`src/rtl/irq_pkg.sv`:
```
// Shared types and helpers for the interrupt capture/arbitration path.
// Holds the arbiter FSM state type, the default request count and the
// index-width derivation used by the top and the priority encoder.
package irq_pkg;

  localparam int unsigned N_DEFAULT = 8;

  typedef enum logic {
    IDLE    = 1'b0,
    PRESENT = 1'b1
  } state_e;

  // Index width for n request lines; never narrower than one bit.
  function automatic int unsigned idx_w(input int unsigned n);
    return (n < 2) ? 1 : 32'($clog2(n));
  endfunction

endpackage : irq_pkg

```
`src/rtl/prio_enc.sv`:
```
// Combinational priority encoder: highest set bit wins.
// Ports:
//   in_vec  [N-1:0]      candidate request vector
//   idx_c   [IDX_W-1:0]  index of the highest set bit (0 when none set)
//   any_c                at least one bit of in_vec is set
module prio_enc
  import irq_pkg::*;
#(
  parameter  int unsigned N     = N_DEFAULT,
  localparam int unsigned IDX_W = idx_w(N)
) (
  input  logic [N-1:0]     in_vec,
  output logic [IDX_W-1:0] idx_c,
  output logic             any_c
);

  // Ascending scan: later (higher) set bits overwrite earlier ones.
  always_comb begin
    idx_c = '0;
    any_c = 1'b0;
    for (int unsigned i = 0; i < N; i++) begin
      if (in_vec[i]) begin
        idx_c = IDX_W'(i);
        any_c = 1'b1;
      end
    end
  end

endmodule : prio_enc

```
`src/rtl/irq_capture_arbiter.sv`:
```
// Edge-captures N request lines into sticky pending bits and presents the
// highest pending index through a valid/ack handshake.
// Optional build macro: IRQ_MASK_EN adds a mask input that hides bits from
// selection (they still capture and can overflow).
// Ports:
//   clk, rst             clock; asynchronous active-high reset
//   req      [N-1:0]     level request lines, rising edges captured
//   en                   capture/arbitration enable
//   ack                  consumer accepts the presented index
//   mask     [N-1:0]     (IRQ_MASK_EN only) selection mask, 1 = hidden
//   y        [IDX_W-1:0] presented index, held while valid
//   valid                y is valid
//   pending  [N-1:0]     sticky pending vector
//   overflow             sticky: edge seen on an already-pending line
module irq_capture_arbiter
  import irq_pkg::*;
#(
  parameter  int unsigned N     = N_DEFAULT,
  localparam int unsigned IDX_W = idx_w(N)
) (
  input  logic             clk,
  input  logic             rst,
  input  logic [N-1:0]     req,
  input  logic             en,
  input  logic             ack,
`ifdef IRQ_MASK_EN
  input  logic [N-1:0]     mask,
`endif
  output logic [IDX_W-1:0] y,
  output logic             valid,
  output logic [N-1:0]     pending,
  output logic             overflow
);

  state_e           state_q, state_d;
  logic [N-1:0]     req_d_q, req_d_d;
  logic [N-1:0]     pending_q, pending_d;
  logic [IDX_W-1:0] y_q, y_d;
  logic             valid_q, valid_d;
  logic             overflow_q, overflow_d;

  logic [N-1:0]     edge_c;
  logic [N-1:0]     clr_c;
  logic [N-1:0]     eligible_c;
  logic [IDX_W-1:0] sel_idx_c;
  logic             sel_any_c;

  // Candidates for the next grant.
`ifdef IRQ_MASK_EN
  assign eligible_c = pending_q & ~mask;
`else
  assign eligible_c = pending_q;
`endif

  prio_enc #(.N(N)) u_prio_enc (
    .in_vec (eligible_c),
    .idx_c  (sel_idx_c),
    .any_c  (sel_any_c)
  );

  // Edge capture, served-bit clear and overflow tracking.
  always_comb begin
    edge_c     = req & ~req_d_q;
    clr_c      = (state_q == PRESENT && ack) ? (N'(1) << y_q) : '0;
    req_d_d    = req;
    // Clearing is tied to the handshake, so an ack still retires the
    // grant while capture is disabled; a same-cycle edge re-sets the bit.
    pending_d  = pending_q & ~clr_c;
    overflow_d = overflow_q;
    if (en) begin
      pending_d  = pending_d | edge_c;
      overflow_d = overflow_q | (|(edge_c & pending_q & ~clr_c));
    end
  end

  // Grant FSM: the presented index is frozen until acked.
  always_comb begin
    state_d = state_q;
    y_d     = y_q;
    valid_d = valid_q;
    case (state_q)
      IDLE: begin
        if (en && sel_any_c) begin
          y_d     = sel_idx_c;
          valid_d = 1'b1;
          state_d = PRESENT;
        end
      end
      PRESENT: begin
        if (ack) begin
          valid_d = 1'b0;
          state_d = IDLE;
        end
      end
      default: begin
        valid_d = 1'b0;
        state_d = IDLE;
      end
    endcase
  end

  always_ff @(posedge clk or posedge rst) begin
    if (rst) begin
      state_q    <= IDLE;
      req_d_q    <= '0;
      pending_q  <= '0;
      y_q        <= '0;
      valid_q    <= 1'b0;
      overflow_q <= 1'b0;
    end else begin
      state_q    <= state_d;
      req_d_q    <= req_d_d;
      pending_q  <= pending_d;
      y_q        <= y_d;
      valid_q    <= valid_d;
      overflow_q <= overflow_d;
    end
  end

  assign y        = y_q;
  assign valid    = valid_q;
  assign pending  = pending_q;
  assign overflow = overflow_q;

endmodule : irq_capture_arbiter

```
`config.mk`:
```
export PLATFORM = sky130hd
export DESIGN_NAME = irq_capture_arbiter
export DESIGN_NICKNAME = d
export VERILOG_FILES = /design/src/rtl/irq_pkg.sv /design/src/rtl/prio_enc.sv /design/src/rtl/irq_capture_arbiter.sv
export SDC_FILE = /design/constraint.sdc
export NUM_CORES = 1
export LEC_CHECK = 0
export ABC_CLOCK_PERIOD_IN_PS = 3700
export CAP_MARGIN = 10
export CORE_MARGIN = 3
export CORE_UTILIZATION = 50
export CTS_CLUSTER_SIZE = 28
export DETAILED_ROUTE_END_ITERATION = 6
export PLACE_DENSITY = 0.88
export SLEW_MARGIN = 20
export SYNTH_ARGS = -nofsm -noshare
export SYNTH_HDL_FRONTEND = slang
export SYNTH_SLANG_ARGS = --single-unit
```
`constraint.sdc`:
```
create_clock -name clk -period 3.7 [get_ports clk]
set_input_delay 0.555 -clock clk [delete_from_list [all_inputs] [get_ports clk]]
set_output_delay 0.555 -clock clk [all_outputs]
set_load 0.005 [all_outputs]
```
**After elaboration in Yosys (flattened, before gate mapping)**

Cells that the tools add are included.

- Logic and storage cells: 46
- Memories: 0
- Bits in latches: 0
- Output and inout port bits: 13
- Memory bits (writable): 0
- Input port bits: 12
- Flip-flop bits (word level): 22
- Bits in read-only memories: 0

- Div/mod/pow operators: 0
- Add/subtract/negate cells: 0
- Shift operators: 1
- $mul: 0
- Reductions and logical operators: 5
- Muxes and demuxes: 23
- Eq/ne operators: 2
- Bitwise operators: 9
- $lt $le $gt $ge: 0

Operators by type and width:

| operator | number |
|---|---|
| $and 8x8->8 | 4 |
| $mux 8 | 2 |
| $not 8->8 | 2 |
| $mux 1 | 13 |
| $mux 3 | 4 |
| $or 8x8->8 | 1 |
| $reduce_or 8->1 | 1 |
| $shl 1x3->8 const A | 1 |
| $mux 2 | 2 |
| $ne 2x2->1 const B | 2 |
| $pmux 1 s2 | 2 |
| $reduce_and 2->1 | 2 |
| $logic_and 1x1->1 | 2 |
| $not 1->1 | 1 |
| $or 1x1->1 | 1 |

**Longest topological paths before layout**

Gate-level depths: netlist of run 1.

- Word-level depth: 11
- Mapped depth: 6
- Gate-level depth less buffers: 6

**Hierarchy**

From an unflattened synthesis of run 1, not the netlist that was laid out.

- Cell total of the unflattened synthesis: 85
- Area total of the unflattened synthesis: 945.9 µm²

By module, submodules not included:

| module | area an instance (µm²) | seq. area each (µm²) | instances | cells each |
|---|---|---|---|---|
| irq_capture_arbiter | 888.4 | 550.5 | 1 | 73 |
| prio_enc | 57.6 | 0.0 | 1 | 12 |

**Least setup slack after synthesis of run 1**

Ideal clock, no wire load.

- Kind: input to register
- Start: in ack
- End: reg overflow_q (netlist: overflow)
- Setup time: 0.126 ns
- Stages on the path: 6
- Required time: 3.574 ns
- Path buffers: 0
- Arrival time: 1.398 ns
- Slack: 2.176 ns
- Cells stage by stage: nand2_1 -> o31ai_1 -> a2bb2oi_2 -> o221ai_2 -> o41ai_2 -> nand2b_1

- Cells in the longest elaborated chain, start to end: 6

Ends and longest elaborated chain:

| element | line | RTL |
|---|---|---|
| start, declared | irq_capture_arbiter.sv:25 | `input logic ack,` |
| $logic_and 1x1->1 | irq_capture_arbiter.sv:64 | `clr_c = (state_q == PRESENT && ack) ? (N'(1) << y_q) : '0;` |
| $mux 8 | irq_capture_arbiter.sv:64 |  |
| $not 8->8 | irq_capture_arbiter.sv:72 | `overflow_d = overflow_q \| (\|(edge_c & pending_q & ~clr_c));` |
| $and 8x8->8 | irq_capture_arbiter.sv:72 |  |
| $reduce_or 8->1 | irq_capture_arbiter.sv:72 |  |
| $or 1x1->1 | irq_capture_arbiter.sv:72 |  |
| end signal, assigned | irq_capture_arbiter.sv:116 | `overflow_q <= overflow_d;` |
| end, declared | irq_capture_arbiter.sv:40 | `logic overflow_q, overflow_d;` |

No other way between the ends.
A chain may end at the register's enable or synchronous reset.

**Final worst setup path of run 1**

Same ends and word-level chain as after synthesis.

==> reports/metrics.yaml, run 1 <==
synth_warnings: 0
rsz0062_at_grt: "no"
insertedDiodeCount: 0
worst_pin_slew_ns: 0.8117
synth_xor_area_share_pct: 0
holdPathStages: 1
seq_area_um2: 550.5
cp-end-kind: "flop"
n_fill_cell: 148
antenna_left: 0
finalCritPeriodShare_pct: 52.55
initial_core_util_pct: 53.91
cp.arrival_ns: 2.14
clkTransAtPathRegs_ns: 0.12
dieArea_um2: 2438
grt_overflow: 0
ys_types: 24
avgRoutedWirePerCell_um: 15.38
place_hpwl_um: 1614
leakage_nw: 0.5116
cts_made_buffers: 3
synth-seq-cells: 22
postCtsSetupBuffers: 0
final_hold_viol_count: 0
netlist_instances: 85
grt_usage_pct: 19.16
cp-startpoint: "ack"
port-buffer-count: 24
vias_per_cell: 5.761
layout_common_cells: "clkdlybuf4s50_1 (24), dfrtp_1 (22), nand2_1 (8)"
die_w_um: 49.38
grt_pass1_wl_um: 3532
crit_fanout: 6
final_common_cell: "clkdlybuf4s50_1"
htreeDepth: 1
reg2reg_depth: 6
maxCapViolCount: 0
synth.area.mux_share_pct: 0
cts_buffer_depth: 2
core_area_um2: 1745
r2r-end: "overflow$_DFFE_PP0P_"
cp-start-kind: "primary input"
synth_compound_area_share_pct: 20.61
ctsHoldBuffers: 0
multi_input_area_um2: 367.9
setup_violations: 0
syn_nets: 97
cts_sinks: 22
syn_area_um2: 940.9
num_io_pins: 25
fin_crit_ns: 1.944
min_from: "req_d_q[5]$_DFF_PP0_"
hold_path_class: "reg -> reg"
critPathKind: "in -> reg"
clk-insertion-delay-late_ns: 0.30
cts_tree: "yes"
ctsResizeCount: 0
rr_startpoint: "y[1]$_DFFE_PP0P_"
power_density_nw_per_um2: 503.8
status: "completed"
die_h_um: 49.38
hold-path-endpoint: "pending[5]$_DFF_PP0_"
layout-drive-gt1-share_pct: 8.850
grt_max_degree: 23
avgSynthCellArea_um2: 11.07
firstDrtPassIters: 4
drt-initial-drc-count: 26
drc: 0
finish.utilization_pct: 71.54
slew_viol_final: 0
rows: 15
via_count: 795
crit_required_ns: 3.90
fin_setup_tns_ns: 0
drt_wl_total_um: 2123
nets: 126
fin_worst_skew_ns: 0.002118
synthAdderAreaFrac_pct: 0
seq_area_frac_synth_pct: 58.51
synth_simple_gate_area_share_pct: 18.48
r2r_slack_ns: 2.01
areaGrowthSynthToFinish_pct: 32.71
grt_pass1_vias: 757
globalplace.congestion: 0.8692
synth_top_family_by_area: "compound AO/OA/AOI/OAI gates"
ctsRootBufferMaster: "clkbuf_4"
grt_antenna_before_repair: 0
relSlewSlack_pct: 45.82
peakVddDrop_mv: 0.2768
fmax_ghz: 0.5143
## critical path, stage by stage
cell,delay [ns]
clkdlybuf4s50_1,0.57
nand2_1,0.11
o31ai_1,0.34
a2bb2oi_2,0.17
o221ai_2,0.10
o41ai_2,0.21
nand2b_1,0.09
## power by group
part / internal, mW / switching (mW)
Combinational: 0.100 / 0.0685
Clock: 0.0601 / 0.0709
Sequential: 0.276 / 0.0533
## cell usage after synthesis (all sizes together)
library cell | instances | area [um^2]
nor3 | 2 | 10.01
o221ai | 1 | 15.01
inv | 6 | 22.52
nor3b | 3 | 22.52
nor4 | 1 | 6.260
o32ai | 1 | 8.760
nand3 | 3 | 15.01
a21o | 1 | 7.510
and3b | 1 | 8.760
nor2 | 6 | 22.52
o21bai | 2 | 15.01
o31ai | 3 | 22.52
nand3b | 2 | 15.01
a21oi | 6 | 30.03
dfrtp | 22 | 550.5
o41ai | 2 | 32.53
a311oi | 1 | 15.01
nand2 | 8 | 30.03
a21boi | 1 | 7.510
o21ai | 5 | 25.02
nor2b | 2 | 12.51
a2bb2oi | 1 | 15.01
nand2b | 5 | 31.28
## routing by layer
| metal | track usage [%] | wire length (um) | up-vias |
|---|---|---|---|
| li1 | - | - | 365 |
| met1 | 24.11 | 844 | 382 |
| met2 | 31.70 | 1081 | 42 |
| met3 | 3.058 | 151 | 6 |
| met4 | 9.677 | 45 | 0 |
| met5 | 0 | 0 | - |
## cells by family after synthesis
kind of cell           after synthesis
flip-flops                          22
buffers and inverters                6
AND/OR/NAND/NOR                     33
AO/OA/AOI/OAI                       24
## sequential cells by signal (all words and copies together), names as in the netlist
signal    count
overflow      1
pending       8
req_d_q       8
y             3
valid         1
state_q       1
## final cells by class
| type | instances | area share [%] |
|---|---|---|
| clock buffers | 4 | 2.906 |
| inverters | 6 | 1.804 |
| multi-input cells | 57 | 29.46 |
| flip-flops and latches | 22 | 44.09 |
| well taps | 25 | 2.505 |
| repair buffers | 24 | 19.24 |
## metrics by stage
stage               std cells  worst slack (ns)  cell area [um^2]  hold WS, ns  power, mW
finish                    138             1.756              1249       0.5015     0.6291
CTS                       138             1.757              1249       0.4998     0.6334
floorplan                  85             2.176             940.9       0.4302     0.4005
global placement          134             1.527              1212       0.4440     0.4929
detailed placement        134             1.423              1212       0.4830     0.5024
global route              138             1.600              1249       0.5148     0.6657
## worst max-delay path by stage
stage / endpoint / slack (ns) / cells after the start
after floorplan: overflow$_DFFE_PP0P_ / 2.18 / 6
after global placement: overflow$_DFFE_PP0P_ / 1.53 / 7
after detailed placement: overflow$_DFFE_PP0P_ / 1.42 / 7
after CTS: y[1] / 1.76 / 1
after global routing: overflow$_DFFE_PP0P_ / 1.60 / 7
final: overflow$_DFFE_PP0P_ / 1.76 / 7
(Power assumes the default switching activity.)
==> run 2, diff against run 1 <==
ABC_CLOCK_PERIOD_IN_PS = 1800   (was 3700)
CORE_UTILIZATION = 46   (was 50)
PLACE_DENSITY = 0.82   (was 0.88)
clock period = 1.8 ns   (was 3.7 ns; I/O delays follow)
==> reports/metrics.yaml, run 2 (synthesis results as in run 1) <==
status: "completed"
setup_violations: 0  # unchanged
leakage_nw: 0.5472  # +7.0%
postCtsSetupBuffers: 0  # unchanged
cts_sinks: 22  # unchanged
cp-end-kind: "flop"
firstDrtPassIters: 4  # unchanged
drc: 0  # unchanged
slew_viol_final: 0  # unchanged
cp.arrival_ns: 1.91  # -0.23 ns
layout_common_cells: "clkdlybuf4s50_1 (24), dfrtp_1 (21), nand2_1 (8)"
num_io_pins: 25  # unchanged
critPathKind: "reg -> reg"
seq_power_share_pct: 48.3  # -4.0 points
htreeDepth: 1  # unchanged
rr_startpoint: "pending[4]$_DFF_PP0_"
power_density_nw_per_um2: 1074  # +110%
cpPeakStageDelay_ns: 0.61  # +0.04 ns
clk-insertion-delay-late_ns: 0.31  # about the same
crit_required_ns: 1.96  # -1.94 ns
whs_ns: 0.2809  # -0.2206 ns
clkTransAtPathRegs_ns: 0.13  # about the same
finalInstanceArea_um2: 1311  # +5.0%
drt-initial-drc-count: 5  # -81%
grt_pass1_vias: 868  # +15%
nets: 132  # +4.8%
via_count: 789  # -0.75%
peakVddDrop_mv: 0.7157  # +160%
avgRoutedWirePerCell_um: 14.76  # -4.1%
core_area_um2: 1821  # +4.3%
final_common_cell: "clkdlybuf4s50_1"
fin_worst_skew_ns: 0.01659  # +0.01447 ns
critPathSlowestCell: "nor4_1"
cp-startpoint: "pending[4]$_DFF_PP0_"
dieArea_um2: 2624  # +7.6%
vias_per_cell: 5.479  # -4.9%
initial_core_util_pct: 51.68  # -2.2 points
grt_max_degree: 23  # unchanged
globalplace.congestion: 0.8823  # +1.5%
intPower_mw: 1.008  # +130%
ctsRootBufferMaster: "clkbuf_4"
fin_crit_ns: 1.751
die_h_um: 51.23  # +3.7%
switchingPower_uw: 401.0  # +110%
rsz0062_at_grt: "no"
drt_wl_total_um: 2125  # about the same
die_w_um: 51.23  # +3.7%
cts_made_buffers: 3  # unchanged
fmax_ghz: 0.5710
grt_overflow: 0  # unchanged
areaGrowthSynthToFinish_pct: 39.36
port-buffer-count: 24  # unchanged
relSlewSlack_pct: 56.87  # +11 points
hold_path_class: "in -> async"
maxCapViolCount: 0  # unchanged
cp-start-kind: "flop"
worstPathCellList: "nor4_1, a311oi_2, buf_4, nor2_1, a21oi_1"
cts_tree: "yes"
grt_pass1_wl_um: 3588  # +1.6%
worst_pin_slew_ns: 0.6410  # -0.1707 ns
cts_buffer_depth: 2  # unchanged
final_hold_viol_count: 0  # unchanged
crit_fanout: 8  # +2
grt_usage_pct: 18.24  # -0.91 points
ctsHoldBuffers: 0  # unchanged
fin_setup_tns_ns: 0  # unchanged
finalCritPeriodShare_pct: 97.29
antenna_left: 0  # unchanged
place_area_um2: 1257  # +3.7%
grt_antenna_before_repair: 0  # unchanged
rows: 15  # unchanged
insertedDiodeCount: 0  # unchanged
sw_frac_of_total_pct: 28.46  # -2.2 points
layout-drive-gt1-share_pct: 14.29  # +5.4 points
power_frac_clock_pct: 26.2  # +5.4 points
p_comb_share_pct: 25.5  # -1.3 points
worst_slack_ns: 0.04882  # -1.707 ns
place_hpwl_um: 1622  # +0.48%
dp_slack_ns: -0.1484  # -1.572 ns
-- run 2: cell count changes in the layout (fill, tap and decap cells not counted) --
cell / delta
dfrtp_1: -1
buf_4: +6
bufinv_16: +1
dfrtp_2: +1
clkbuf_8: -1
-- run 2: power groups by stage --
stage	sequential, mW	clock (mW)	combinational (mW)
finish	0.680	0.369	0.359
floorplan	0.666	0	0.157
CTS	0.678	0.377	0.363
global route	0.692	0.401	0.391
detailed placement	0.688	0	0.358
global placement	0.678	0	0.346
-- run 2: what timing repair did --
action | in CTS | in global routing
hold endpoints to repair | 0 | 0
setup endpoints to repair | 0 | 1
gates resized for setup | 0 | 1
-- run 2: per-stage QoR --
| step | util [%] | power (mW) | instances |
|---|---|---|---|
| final | 72.03 | 1.409 | 144 |
| after global routing | 72.03 | 1.484 | 144 |
| after CTS | 71.96 | 1.417 | 144 |
| after detailed placement | 69.07 | 1.046 | 140 |
| after global placement | 69.07 | 1.024 | 140 |
| after floorplan | - | 0.8232 | 85 |
-- run 2: worst max-delay path: cells and delay by family, from the launching register on --
family | cells | cell delay (ns)
AOI/OAI and AO/OA | 2 | 0.23
and+or+nand+nor | 2 | 0.69
DFF | 1 | 0.47
buffers and inverters | 1 | 0.21
-- run 2: routing by layer --
layer | track usage, % | wire length, um | share of wire [%] | vias up
li1 | - | - | - | 375
met1 | 20.34 | 935 | 44 | 380
met2 | 31.55 | 1015 | 48 | 28
met3 | 4.956 | 125 | 5.9 | 6
met4 | 9.607 | 48 | 2.3 | 0
met5 | 0 | 0 | 0 | -
-- run 2: cell type report --
| cell class | count | area (um^2) |
|---|---|---|
| clock buffer | 3 | 22.52 |
| clock inverter | 1 | 30.03 |
| fill | 139 | 509.2 |
| inverter | 6 | 22.52 |
| multi-input combinational | 57 | 367.9 |
| sequential | 22 | 551.8 |
| tap | 25 | 31.28 |
| timing repair buffer | 30 | 285.3 |
-- run 2: final timing paths --
check                                  endpoint  slack (ns)  depth (start not counted)
setup / recovery               y[2]$_DFFE_PP0P_        0.05                          5
hold / removal             req_d_q[0]$_DFF_PP0_        0.28                          3
setup reg to reg               y[2]$_DFFE_PP0P_        0.05                          5
hold reg to reg            overflow$_DFFE_PP0P_        0.50                          1
max in group asynchronous  pending[2]$_DFF_PP0_        1.29                          3
min in group clk           req_d_q[0]$_DFF_PP0_        0.41                          1
